File: src/rtl/draw_ball_if.sv
// rtl/draw_ball_if.sv - video timing plus pixel bus between pipeline stages
interface draw_ball_if;
  logic [10:0] hcount;
  logic        hsync;
  logic        hblnk;
  logic [10:0] vcount;
  logic        vsync;
  logic        vblnk;
  logic [11:0] rgb;

  modport master (output hcount, hsync, hblnk, vcount, vsync, vblnk, rgb);
  modport slave  (input  hcount, hsync, hblnk, vcount, vsync, vblnk, rgb);
endinterface

File: src/rtl/draw_ball.sv
// rtl/draw_ball.sv - ball sprite overlay, per-frame motion and wall/paddle/brick collisions
module draw_ball #(
  parameter int          BALL_SIZE  = 10,
  parameter logic [11:0] BALL_COLOR = 12'hfff,
  parameter int          SPEED      = 2,
  parameter int          START_X    = 395,
  parameter int          START_Y    = 500,
  parameter int          SCREEN_W   = 800,
  parameter int          SCREEN_H   = 600,
  parameter int          PADDLE_Y   = 560,
  parameter int          PADDLE_W   = 100,
  parameter int          GRID_X0    = 100,
  parameter int          GRID_Y0    = 50,
  parameter int          COL_PITCH  = 150,
  parameter int          ROW_PITCH  = 75,
  parameter int          B_WIDTH    = 100,
  parameter int          B_HEIGHT   = 50
) (
  input  logic        pclk,
  input  logic        reset,
  draw_ball_if.slave  vin,
  draw_ball_if.master vout,
  input  logic [15:0] blocks_in,
  input  logic [10:0] paddle_x_in,
  input  logic        launch,
  output logic [15:0] block_hit,
  output logic        ball_lost,
  output logic [10:0] ball_x,
  output logic [10:0] ball_y
);

  localparam logic signed [11:0] BS    = 12'(BALL_SIZE);
  localparam logic signed [11:0] SPD   = 12'(SPEED);
  localparam logic signed [11:0] SW    = 12'(SCREEN_W);
  localparam logic signed [11:0] SH    = 12'(SCREEN_H);
  localparam logic signed [11:0] PY    = 12'(PADDLE_Y);
  localparam logic signed [11:0] PW    = 12'(PADDLE_W);
  localparam logic signed [11:0] BW    = 12'(B_WIDTH);
  localparam logic signed [11:0] BH    = 12'(B_HEIGHT);
  localparam logic signed [11:0] X_MAX = 12'(SCREEN_W - BALL_SIZE);
  localparam logic signed [11:0] Y_MAX = 12'(SCREEN_H - BALL_SIZE);
  localparam logic [10:0]        X0    = 11'(START_X);
  localparam logic [10:0]        Y0    = 11'(START_Y);

  typedef enum logic [1:0] {IDLE, MOVE, HIT, LOST} state_t;

  state_t      state_q, state_d;
  logic [10:0] ball_x_q, ball_x_d, ball_y_q, ball_y_d;
  logic        dx_neg_q, dx_neg_d, dy_down_q, dy_down_d;
  logic [3:0]  hit_idx_q, hit_idx_d;
  logic        vsync_prev_q, vsync_prev_d;
  logic [10:0] hcount_q, hcount_d, vcount_q, vcount_d;
  logic        hsync_q, hsync_d, hblnk_q, hblnk_d, vsync_q, vsync_d, vblnk_q, vblnk_d;
  logic [11:0] rgb_q, rgb_d;

  logic              tick, in_ball, on_paddle, brick_found, do_move;
  logic [3:0]        brick_idx;
  logic signed [11:0] nx, ny, px, cx, cy;

  function automatic logic signed [11:0] brick_x(input int c);
    return 12'(GRID_X0 + c * COL_PITCH);
  endfunction

  function automatic logic signed [11:0] brick_y(input int r);
    return 12'(GRID_Y0 + r * ROW_PITCH);
  endfunction

  function automatic logic [10:0] clamp(input logic signed [11:0] v, input logic signed [11:0] hi);
    if (v < 12'sd0)   return '0;
    else if (v > hi)  return hi[10:0];
    else              return v[10:0];
  endfunction

  always_comb begin
    hcount_d     = vin.hcount;
    hsync_d      = vin.hsync;
    hblnk_d      = vin.hblnk;
    vcount_d     = vin.vcount;
    vsync_d      = vin.vsync;
    vblnk_d      = vin.vblnk;
    vsync_prev_d = vin.vsync;
    in_ball = !vin.hblnk && !vin.vblnk &&
              ({1'b0, vin.hcount} >= {1'b0, ball_x_q}) &&
              ({1'b0, vin.hcount} <  {1'b0, ball_x_q} + 12'(BALL_SIZE)) &&
              ({1'b0, vin.vcount} >= {1'b0, ball_y_q}) &&
              ({1'b0, vin.vcount} <  {1'b0, ball_y_q} + 12'(BALL_SIZE));
    rgb_d = in_ball ? BALL_COLOR : vin.rgb;
  end

  // Candidate position and collision tests, evaluated every cycle but only used on a tick
  always_comb begin
    tick = vin.vsync && !vsync_prev_q;
    nx   = $signed({1'b0, ball_x_q}) + (dx_neg_q ? -SPD : SPD);
    ny   = $signed({1'b0, ball_y_q}) + (dy_down_q ? SPD : -SPD);
    px   = $signed({1'b0, paddle_x_in});
    cx   = nx + (BS >>> 1);
    cy   = ny + (BS >>> 1);
    on_paddle = dy_down_q && (ny + BS >= PY) && (nx + BS > px) && (nx - PW < px);
    brick_found = 1'b0;
    brick_idx   = '0;
    for (int i = 15; i >= 0; i--) begin
      if (!blocks_in[i] &&
          cx >= brick_x(i % 4) && cx < brick_x(i % 4) + BW &&
          cy >= brick_y(i / 4) && cy < brick_y(i / 4) + BH) begin
        brick_found = 1'b1;
        brick_idx   = 4'(i);
      end
    end
  end

  // The launching tick already advances the ball, so motion starts on that same frame
  always_comb begin
    state_d   = state_q;
    ball_x_d  = ball_x_q;
    ball_y_d  = ball_y_q;
    dx_neg_d  = dx_neg_q;
    dy_down_d = dy_down_q;
    hit_idx_d = hit_idx_q;
    do_move   = 1'b0;
    case (state_q)
      IDLE: begin
        if (tick && launch) begin
          state_d = MOVE;
          do_move = 1'b1;
        end
      end
      MOVE: do_move = tick;
      HIT:  state_d = MOVE;
      LOST: begin
        state_d   = IDLE;
        ball_x_d  = X0;
        ball_y_d  = Y0;
        dx_neg_d  = 1'b0;
        dy_down_d = 1'b0;
      end
      default: state_d = IDLE;
    endcase
    if (do_move) begin
      if (ny + BS >= SH) begin
        state_d = LOST;
      end else if (on_paddle) begin
        dy_down_d = 1'b0;
        ball_y_d  = clamp(PY - BS, Y_MAX);
        ball_x_d  = clamp(nx, X_MAX);
      end else if (brick_found) begin
        state_d   = HIT;
        hit_idx_d = brick_idx;
        dy_down_d = !dy_down_q;
      end else begin
        if (nx <= 12'sd0) begin
          ball_x_d = '0;
          dx_neg_d = 1'b0;
        end else if (nx + BS >= SW) begin
          ball_x_d = clamp(X_MAX, X_MAX);
          dx_neg_d = 1'b1;
        end else begin
          ball_x_d = clamp(nx, X_MAX);
        end
        if (ny <= 12'sd0) begin
          ball_y_d  = '0;
          dy_down_d = 1'b1;
        end else begin
          ball_y_d = clamp(ny, Y_MAX);
        end
      end
    end
  end

  always_ff @(posedge pclk or posedge reset) begin
    if (reset) begin
      state_q      <= IDLE;
      ball_x_q     <= X0;
      ball_y_q     <= Y0;
      dx_neg_q     <= 1'b0;
      dy_down_q    <= 1'b0;
      hit_idx_q    <= '0;
      vsync_prev_q <= 1'b0;
      hcount_q     <= '0;
      hsync_q      <= 1'b0;
      hblnk_q      <= 1'b0;
      vcount_q     <= '0;
      vsync_q      <= 1'b0;
      vblnk_q      <= 1'b0;
      rgb_q        <= '0;
    end else begin
      state_q      <= state_d;
      ball_x_q     <= ball_x_d;
      ball_y_q     <= ball_y_d;
      dx_neg_q     <= dx_neg_d;
      dy_down_q    <= dy_down_d;
      hit_idx_q    <= hit_idx_d;
      vsync_prev_q <= vsync_prev_d;
      hcount_q     <= hcount_d;
      hsync_q      <= hsync_d;
      hblnk_q      <= hblnk_d;
      vcount_q     <= vcount_d;
      vsync_q      <= vsync_d;
      vblnk_q      <= vblnk_d;
      rgb_q        <= rgb_d;
    end
  end

  assign vout.hcount = hcount_q;
  assign vout.hsync  = hsync_q;
  assign vout.hblnk  = hblnk_q;
  assign vout.vcount = vcount_q;
  assign vout.vsync  = vsync_q;
  assign vout.vblnk  = vblnk_q;
  assign vout.rgb    = rgb_q;
  assign block_hit   = (state_q == HIT) ? (16'd1 << hit_idx_q) : 16'd0;
  assign ball_lost   = (state_q == LOST);
  assign ball_x      = ball_x_q;
  assign ball_y      = ball_y_q;

endmodule
File: src/flat_wrapper.sv
// flat-port wrapper written by rule: the top's interface ports become plain ports
module draw_ball_flat 
#(
  parameter int          BALL_SIZE  = 10,
  parameter logic [11:0] BALL_COLOR = 12'hfff,
  parameter int          SPEED      = 2,
  parameter int          START_X    = 395,
  parameter int          START_Y    = 500,
  parameter int          SCREEN_W   = 800,
  parameter int          SCREEN_H   = 600,
  parameter int          PADDLE_Y   = 560,
  parameter int          PADDLE_W   = 100,
  parameter int          GRID_X0    = 100,
  parameter int          GRID_Y0    = 50,
  parameter int          COL_PITCH  = 150,
  parameter int          ROW_PITCH  = 75,
  parameter int          B_WIDTH    = 100,
  parameter int          B_HEIGHT   = 50
)
  (pclk, reset, blocks_in, paddle_x_in, launch, block_hit, ball_lost, ball_x, ball_y, vin_hcount, vin_hsync, vin_hblnk, vin_vcount, vin_vsync, vin_vblnk, vin_rgb, vout_hcount, vout_hsync, vout_hblnk, vout_vcount, vout_vsync, vout_vblnk, vout_rgb);
  draw_ball_if vin_i ();
  draw_ball_if vout_i ();
  input  logic pclk;
  input  logic reset;
  input  logic [15:0] blocks_in;
  input  logic [10:0] paddle_x_in;
  input  logic launch;
  output logic [15:0] block_hit;
  output logic ball_lost;
  output logic [10:0] ball_x;
  output logic [10:0] ball_y;
  input wire logic [$bits(vin_i.hcount)-1:0] vin_hcount;
  input wire logic [$bits(vin_i.hsync)-1:0] vin_hsync;
  input wire logic [$bits(vin_i.hblnk)-1:0] vin_hblnk;
  input wire logic [$bits(vin_i.vcount)-1:0] vin_vcount;
  input wire logic [$bits(vin_i.vsync)-1:0] vin_vsync;
  input wire logic [$bits(vin_i.vblnk)-1:0] vin_vblnk;
  input wire logic [$bits(vin_i.rgb)-1:0] vin_rgb;
  output wire logic [$bits(vout_i.hcount)-1:0] vout_hcount;
  output wire logic [$bits(vout_i.hsync)-1:0] vout_hsync;
  output wire logic [$bits(vout_i.hblnk)-1:0] vout_hblnk;
  output wire logic [$bits(vout_i.vcount)-1:0] vout_vcount;
  output wire logic [$bits(vout_i.vsync)-1:0] vout_vsync;
  output wire logic [$bits(vout_i.vblnk)-1:0] vout_vblnk;
  output wire logic [$bits(vout_i.rgb)-1:0] vout_rgb;
  assign vin_i.hcount = vin_hcount;
  assign vin_i.hsync = vin_hsync;
  assign vin_i.hblnk = vin_hblnk;
  assign vin_i.vcount = vin_vcount;
  assign vin_i.vsync = vin_vsync;
  assign vin_i.vblnk = vin_vblnk;
  assign vin_i.rgb = vin_rgb;
  assign vout_hcount = vout_i.hcount;
  assign vout_hsync = vout_i.hsync;
  assign vout_hblnk = vout_i.hblnk;
  assign vout_vcount = vout_i.vcount;
  assign vout_vsync = vout_i.vsync;
  assign vout_vblnk = vout_i.vblnk;
  assign vout_rgb = vout_i.rgb;
  draw_ball #(.BALL_SIZE(BALL_SIZE), .BALL_COLOR(BALL_COLOR), .SPEED(SPEED), .START_X(START_X), .START_Y(START_Y), .SCREEN_W(SCREEN_W), .SCREEN_H(SCREEN_H), .PADDLE_Y(PADDLE_Y), .PADDLE_W(PADDLE_W), .GRID_X0(GRID_X0), .GRID_Y0(GRID_Y0), .COL_PITCH(COL_PITCH), .ROW_PITCH(ROW_PITCH), .B_WIDTH(B_WIDTH), .B_HEIGHT(B_HEIGHT)) u_core (.pclk(pclk), .reset(reset), .vin(vin_i), .vout(vout_i), .blocks_in(blocks_in), .paddle_x_in(paddle_x_in), .launch(launch), .block_hit(block_hit), .ball_lost(ball_lost), .ball_x(ball_x), .ball_y(ball_y));
endmodule
File: config.mk
export PLATFORM = sky130hd
export DESIGN_NAME = draw_ball_flat
export DESIGN_NICKNAME = d
export VERILOG_FILES = /design/src/rtl/draw_ball_if.sv /design/src/rtl/draw_ball.sv /design/src/flat_wrapper.sv
export SDC_FILE = /design/constraint.sdc
export NUM_CORES = 1
export LEC_CHECK = 0
export CAP_MARGIN = 25
export CORE_MARGIN = 8
export CORE_UTILIZATION = 30
export CTS_BUF_LIST = sky130_fd_sc_hd__clkbuf_4 sky130_fd_sc_hd__clkbuf_8 sky130_fd_sc_hd__clkbuf_16
export CTS_CLUSTER_DIAMETER = 50
export DETAILED_ROUTE_END_ITERATION = 16
export PLACE_DENSITY = 0.53
export RECOVER_POWER = 100
export SKIP_CTS_REPAIR_TIMING = 1
export SYNTH_ARGS = -nofsm -noshare
export SYNTH_HDL_FRONTEND = slang
export SYNTH_SLANG_ARGS = --single-unit
File: constraint.sdc
create_clock -name pclk -period 6.5 [get_ports pclk]
set_clock_uncertainty 0.15 [all_clocks]
set_input_delay 1.625 -clock pclk [delete_from_list [all_inputs] [get_ports pclk]]
set_output_delay 1.625 -clock pclk [all_outputs]
set_load 0.005 [all_outputs]
==> metrics.txt, run 1 <==
Worst Hold Path EP u_core.hit_idx_q[1]$_DFFE_PP0P_; insertion delay to the later sink of the worst-skew pair approximately 330 ps; ratio of final minimum period to clock period slightly above 90%; Critical Path, Cell by Cell fa_1, xor2_2, inv_2, ha_1, nand2_1, nand2_1, nand3_1, nor3_1, nand2_1, xnor2_1, ha_1, nand4_1, nor4_1, nor3_1, nand4_1, and2b_1, nand3_1, or3_1, o22ai_1; XOR/XNOR share of the synthesized area under 10%; effective utilization at floorplan 30.4%; I/O pins roughly 150; portion of netlist area occupied by mux cells approximately 1.4%; Inserted Diodes 0; global-route wire length before repair roughly 44 mm; Worst setup SP type register; Worst Path Buf+Inv 1; minimum period implied by the final worst setup slack 6010 ps; post-placement worst setup slack between 700 and 800 ps; y dimension of the die 181 um; share of flip-flops with an asynchronous set or reset 100%; largest family of logic cells by synthesized area compound AO/OA/AOI/OAI gates; DR vias/cell approximately 5.6; launching element of the worst setup path u_core.ball_x[1]$_DFF_PP1_; Worst Path Max Fanout 13; buffer levels on the longest clock path 2; DRT Pass-1 Iters 5; adder-cell share of the synthesized area approximately 16%; clock tree from TritonCTS built; area fraction of the dominant cell type after synthesis 17.5%; worst hold slack across all endpoints roughly 430 ps; area enclosed by the die boundary between 30000 and 40000 um2; most area-hungry cell type in the Yosys netlist sky130_fd_sc_hd__dfrtp_1; register-to-register setup slack just under 500 ps; relative slew slack -26.8%; share of the synthesized area in compound gates (AO/OA/AOI/OAI) about 30%; maximum achievable frequency about 170 MHz; HPWL reported at the end of detailed placement between 20 and 25 mm; WP data required ~6600 ps; post-detailed-route wirelength per cell 18.9 um; biggest area contributors in the synthesized netlist sky130_fd_sc_hd__dfrtp_1 (18%), sky130_fd_sc_hd__ha_1 (15%), sky130_fd_sc_hd__xnor2_1 (4.6%); fraction of final layout cells sized beyond drive strength 1 under 10%; Yosys reg bits 68; Final Core Density a little under two fifths; Seq/Total Area, Yosys 21.1%; antenna violations before repair 0; number of cells traversed by the worst register-to-register path 19; vias in the first global route 8042; floorplan core area approximately 27000 um2; Starting DRT DRC Count roughly 540; Avg Inst Size Synth between 8 and 9 um2; prevailing post-synth register cell sky130_fd_sc_hd__dfrtp_1; Horiz. Die Dim 181 um; overflow left after global routing 0; outcome finished with violations; Total GRT Usage 16.3%; worst-margin pin slew 1900 ps; Remaining DRCs 0; clock root buffer sky130_fd_sc_hd__clkbuf_16; gate family responsible for the most delay along the worst path simple AND/OR/NAND/NOR gates; type of destination of the critical path register; Yosys warning count 0; maximum level of the CTS H-tree 3; post-CTS clock slew at the launch and capture registers of the worst setup and hold paths around 60 ps; setup repair after global routing missed its margin false; Post-Synth Simple-Gate Area 21.0%; Post-Synthesis Net Count between 1000 and 1500; FF-to-FF End u_core.ball_y[4]$_DFF_PP1_; violated checks capacitance limit, slew limit; max capacitance violation total 1; Post-layout nets 1288; final wirelength between 20 and 30 mm; number of filler instances in the final layout 2725; Hold Path Cell Cnt 1; number of setup violations in the final report 0; worst stage delay on the critical path 990 ps; classification of the worst-slack hold path register to register; post-synthesis cell count a little under 1000; cell occurring most often along the worst timing path sky130_fd_sc_hd__nand2_1; routability cong. roughly 0.9; layout-stage area growth over the synthesis result 25.5%; number of flops mapped to enable cells by yosys 0; slowest CP cell sky130_fd_sc_hd__dfstp_1; setup total negative slack 0 ps; category of the most critical setup path register to register; crit path setup slack, layout slightly below 500 ps; num rows 60; CTS sink cnt 68; count of cell types in the netlist a little under 100; vias after detailed routing roughly 8300; arrival time at the worst endpoint 6110 ps; post-synthesis instance area 8150 um2; pin count of the biggest net entering global routing 36; worst flop-to-flop path startpoint u_core.ball_x[1]$_DFF_PP1_; count of nets left with antenna violations after detail routing 0; total CTS buffers 9; number of buffers inserted by port buffering 144; Worst Min Path Start u_core.hit_idx_q[1]$_DFFE_PP0P_; Hold Fails Final Rpt 0; Final Max Slew Viols 35
[registers in the layout (all words and copies together) (netlist names), 2 cells and up]
name                count
u_core.ball_y          11
u_core.vout.rgb        12
u_core.vout.hcount     11
u_core.ball_x          11
u_core.hit_idx_q        4
u_core.state_q          2
u_core.vout.vcount     11
[kinds of logic (layout without fill, tap and decap cells)]
kind of cell | Yosys count | count (layout)
DFF | 68 | 68
xor gates and xnor gates | 54 | 54
and+or+nand+nor | 328 | 328
muxes | 11 | 11
buffers and inverters | 97 | 233
AOI/OAI and AO/OA | 331 | 331
adders and majority gates | 100 | 100
[layout by cell type (no fill, tap or decap), types with 18 or more instances in the layout]
cell type / Yosys / layout
sky130_fd_sc_hd__ha_1: 98 / 98
sky130_fd_sc_hd__nand2_1: 66 / 66
sky130_fd_sc_hd__dfrtp_1: 57 / 57
sky130_fd_sc_hd__a21oi_1: 52 / 53
sky130_fd_sc_hd__inv_1: 57 / 58
sky130_fd_sc_hd__xnor2_1: 43 / 43
sky130_fd_sc_hd__nor2_1: 80 / 81
sky130_fd_sc_hd__dlygate4sd3_1: 0 / 93
sky130_fd_sc_hd__o21a_1: 24 / 24
sky130_fd_sc_hd__nand3_1: 26 / 26
sky130_fd_sc_hd__a21o_1: 25 / 25
sky130_fd_sc_hd__o21bai_1: 23 / 23
sky130_fd_sc_hd__clkdlybuf4s50_1: 0 / 51
sky130_fd_sc_hd__nor3_1: 39 / 39
sky130_fd_sc_hd__o211ai_1: 18 / 18
sky130_fd_sc_hd__o21ai_0: 44 / 44
[routing by layer]
metal  routed length (um)  global-route usage (%)
met2                13300                    28.3
met4                  474                    3.97
met1                12400                    21.0
met5                    0                       0
met3                 1530                    2.25
[worst max-delay path by stage]
stage	to	cells after the start
finish	u_core.ball_y[4]$_DFF_PP1_	19
global route	u_core.ball_y[0]$_DFFE_PP0P_	19
CTS	u_core.ball_y[4]$_DFF_PP1_	16
detailed placement	u_core.ball_y[4]$_DFF_PP1_	16
global placement	u_core.ball_y[4]$_DFF_PP1_	16
floorplan	u_core.ball_y[4]$_DFF_PP1_	19
[synth_stat cells (5+ instances only)]
library cell,instances
sky130_fd_sc_hd__nor2b_1,7
sky130_fd_sc_hd__mux2i_1,7
sky130_fd_sc_hd__o22ai_1,12
sky130_fd_sc_hd__and4_1,6
sky130_fd_sc_hd__xnor2_1,43
sky130_fd_sc_hd__nand2_1,66
sky130_fd_sc_hd__nor3_1,39
sky130_fd_sc_hd__dfstp_2,11
sky130_fd_sc_hd__a21oi_1,52
sky130_fd_sc_hd__buf_2,14
sky130_fd_sc_hd__o211ai_1,18
sky130_fd_sc_hd__inv_1,57
sky130_fd_sc_hd__a211o_1,7
sky130_fd_sc_hd__o221ai_1,5
sky130_fd_sc_hd__clkbuf_1,17
sky130_fd_sc_hd__and3_1,6
sky130_fd_sc_hd__o21ai_0,44
sky130_fd_sc_hd__nor2_1,80
sky130_fd_sc_hd__o21bai_1,23
sky130_fd_sc_hd__or3_1,10
sky130_fd_sc_hd__or2_2,8
sky130_fd_sc_hd__a32oi_1,5
sky130_fd_sc_hd__a221oi_1,6
sky130_fd_sc_hd__a21boi_0,5
sky130_fd_sc_hd__nand3_1,26
sky130_fd_sc_hd__a31oi_1,12
sky130_fd_sc_hd__dfrtp_1,57
sky130_fd_sc_hd__a311oi_1,5
sky130_fd_sc_hd__nand2b_1,15
sky130_fd_sc_hd__and2_1,6
sky130_fd_sc_hd__nor4_1,13
sky130_fd_sc_hd__a21o_1,25
sky130_fd_sc_hd__nand4_1,15
sky130_fd_sc_hd__o21a_1,24
sky130_fd_sc_hd__a211oi_1,13
sky130_fd_sc_hd__xor2_1,6
sky130_fd_sc_hd__a2111oi_0,5
sky130_fd_sc_hd__ha_1,98
[metrics by stage]
stage                     std cells  cell area, um2
after global routing           1466           10200
after detailed placement       1450            9930
after CTS                      1466           10300
final                          1466           10200
after floorplan                 989            8150
after global placement         1450            9930
[final cells by class]
class	instances	area (um2)	area share, %
sequential	68	1720	16.8
timing repair buffer	158	1540	15.0
clock buffer	9	225	2.20
tap	341	427	4.17
clock inverter	7	98.8	0.967
multi-input combinational	824	6000	58.7
inverter	59	221	2.17
Power of run 1 is not shown: default switching activity piles up to over one toggle a cycle in this logic, so the estimate is an artifact.
==> inputs of run 2 (changes only) <==
--- a/config.mk
+++ b/config.mk
@@ -6,7 +6,7 @@
 export NUM_CORES = 1
 export LEC_CHECK = 0
 export CAP_MARGIN = 25
-export CORE_MARGIN = 8
+export CORE_MARGIN = 10
 export CORE_UTILIZATION = 30
 export CTS_BUF_LIST = sky130_fd_sc_hd__clkbuf_4 sky130_fd_sc_hd__clkbuf_8 sky130_fd_sc_hd__clkbuf_16
 export CTS_CLUSTER_DIAMETER = 50
==> run 2 against run 1 <==
The flow still finishes with violations (capacitance limit, slew limit). Sequential share of layout area increased by 0.052 points. Via count decreased by 1.9%. Flip-flop and latch count unchanged. Non-clock buffer count decreased by 1. Hold slack improved by 15 ps.
==> metrics.txt, run 2 (same netlist as run 1, synthesis figures left out) <==
outcome finished with violations; violated checks capacitance limit, slew limit; floorplan core area 26800 um2 (unchanged); area occupied by multi-input gates 6000 um2 (about the same); number of cells traversed by the worst register-to-register path 16 (-3); effective utilization at floorplan 30.4% (unchanged); count of nets left with antenna violations after detail routing 0 (unchanged); Final Max Slew Viols 69 (+97%); most common cell after layout, fill and taps aside sky130_fd_sc_hd__ha_1; num rows 60 (unchanged); pin count of the biggest net entering global routing 69 (+92%); DRT Pass-1 Iters 5 (unchanged); GR Util met3 2.08% (-0.17 points); Worst setup SP type register; vias in the first global route 7837 (-2.5%); met2 usage 26.3% (-2.0 points); CTS sink cnt 68 (unchanged); total CTS buffers 9 (unchanged); top library cells by usage in the layout, fill and taps aside sky130_fd_sc_hd__ha_1 (98), sky130_fd_sc_hd__dlygate4sd3_1 (95), sky130_fd_sc_hd__nor2_1 (82); relative slew slack -151% (-120 points); maximum level of the CTS H-tree 3 (unchanged); Total GRT Usage 15.7% (-0.64 points); clock tree from TritonCTS built; max reg flops 12 (unchanged); fraction of final layout cells sized beyond drive strength 1 6.41% (+0.095 points); y dimension of the die 185 um (+2.2%); max capacitance violation total 1 (unchanged); routability cong. 0.887 (-1.4%); ratio of final minimum period to clock period 92.5% (about the same); DR vias/cell 5.53 (-1.8%); WP data required 6610 ps (about the same); I/O pins 145 (unchanged); type of destination of the critical path register; global-route wire length before repair 43.5 mm (-1.6%); maximum achievable frequency 166 MHz (about the same); Worst Path Max Fanout 13 (unchanged); vias after detailed routing 8096 (-1.9%); gate family responsible for the most delay along the worst path simple AND/OR/NAND/NOR gates; worst stage delay on the critical path 990 ps (about the same); Critical Path, Cell by Cell fa_1, xor2_2, inv_2, a311oi_1, nor3_1, xnor2_1, ha_1, or3_1, o211ai_1, a211oi_1, nor4_1, nand4_1, and2b_1, nand3_1, or2_0, a2bb2oi_1; Worst Path Buf+Inv 1 (unchanged); final wirelength 27.6 mm (-0.30%); post-detailed-route wirelength per cell 18.8 um (-0.24%); slowest CP cell sky130_fd_sc_hd__dfstp_1; Starting DRT DRC Count 615 (+14%); overflow left after global routing 0 (unchanged); area taken by flip-flops and latches 1720 um2 (unchanged); number of setup violations in the final report 0 (unchanged); post-CTS clock slew at the launch and capture registers of the worst setup and hold paths 60 ps (about the same); layout-stage area growth over the synthesis result 25.2%; Post-layout nets 1287 (-0.078%); Horiz. Die Dim 185 um (+2.2%); Hold Fails Final Rpt 0 (unchanged); area enclosed by the die boundary 34100 um2 (+4.5%); buffer levels on the longest clock path 2 (unchanged); insertion delay to the later sink of the worst-skew pair 340 ps (about the same); number of buffers inserted by port buffering 144 (unchanged); clock root buffer sky130_fd_sc_hd__clkbuf_16; Inserted Diodes 0 (unchanged); number of filler instances in the final layout 2748 (+0.84%); arrival time at the worst endpoint 6120 ps (about the same); classification of the worst-slack hold path register to register; HPWL reported at the end of detailed placement 22.1 mm (-0.93%); antenna violations before repair 0 (unchanged); worst hold slack across all endpoints 442 ps (+14.7 ps); Hold Path Cell Cnt 2 (+1); setup repair after global routing missed its margin false; number of logic stages on the critical path including buffering 16 (-3); minimum period implied by the final worst setup slack 6010 ps (+0.0890 ps); category of the most critical setup path register to register; Remaining DRCs 0 (unchanged); gr busiest metal met2; setup total negative slack 0 ps (unchanged); worst-margin pin slew 3760 ps (+1860 ps); grt met1 use 20.8% (-0.25 points); Final Core Density 38.0% (-0.12 points)
==> run 2: final cells by class <==
| class | instances | area share, % |
|---|---|---|
| Clock buffer | 10 | 2.28 |
| Clock inverter | 6 | 0.638 |
| Tap cell | 341 | 4.19 |
| Timing Repair Buffer | 157 | 15.0 |
| Multi-Input combinational cell | 824 | 58.9 |
| Inverter | 59 | 2.17 |
| Sequential cell | 68 | 16.8 |
==> run 2: routing by layer <==
layer | up-vias | share of wire (%)
met2 | 208 | 48
met5 | - | 0
met3 | 23 | 4.5
met1 | 3874 | 47
met4 | 0 | 1.2
li1 | 3991 | -
==> run 2: path summary, 6_finish.rpt <==
path                                                 start                         endpoint  slack (ps)
min                        u_core.hit_idx_q[3]$_DFFE_PP0P_  u_core.hit_idx_q[3]$_DFFE_PP0P_         440
max in group asynchronous                            reset     u_core.ball_y[0]$_DFFE_PP0P_        1040
max                             u_core.ball_x[1]$_DFF_PP1_       u_core.ball_y[5]$_DFF_PP1_         490
min in group asynchronous                            reset  u_core.vout.vcount[2]$_DFF_PP0_        3040
max reg2reg                     u_core.ball_x[1]$_DFF_PP1_       u_core.ball_y[5]$_DFF_PP1_         490
min reg2reg                u_core.hit_idx_q[3]$_DFFE_PP0P_  u_core.hit_idx_q[3]$_DFFE_PP0P_         440
==> run 2: worst register-to-register path: cells and delay by family, from the launching register on <==
family	cells	cell delay, ps
and+or+nand+nor	7	1930
AOI/OAI and AO/OA	4	1280
DFF	1	990
xor gates and xnor gates	2	670
adders and majority gates	2	650
buffers and inverters	1	260
==> run 2: per-stage QoR <==
stage	cell area, um2	setup slack [ps]	instances
6_report	10200	488	1465
3_5_place_dp	9920	833	1449
5_1_grt	10200	116	1465
2_1_floorplan	8150	1580	989
4_1_cts	10200	803	1465
3_3_place_gp	9920	664	1449
Power of run 2 is left out for the same reason.
==> inputs of run 3 (changes only) <==
--- a/config.mk
+++ b/config.mk
@@ -9,11 +9,11 @@
 export CORE_MARGIN = 10
 export CORE_UTILIZATION = 30
 export CTS_BUF_LIST = sky130_fd_sc_hd__clkbuf_4 sky130_fd_sc_hd__clkbuf_8 sky130_fd_sc_hd__clkbuf_16
-export CTS_CLUSTER_DIAMETER = 50
 export DETAILED_ROUTE_END_ITERATION = 16
 export PLACE_DENSITY = 0.53
 export RECOVER_POWER = 100
 export SKIP_CTS_REPAIR_TIMING = 1
+export SLEW_MARGIN = 5
 export SYNTH_ARGS = -nofsm -noshare
 export SYNTH_HDL_FRONTEND = slang
 export SYNTH_SLANG_ARGS = --single-unit
==> results of run 3 <==
No change in the layout: final DEF, timing and power equal those of run 2.
Power of run 3 is left out for the same reason.
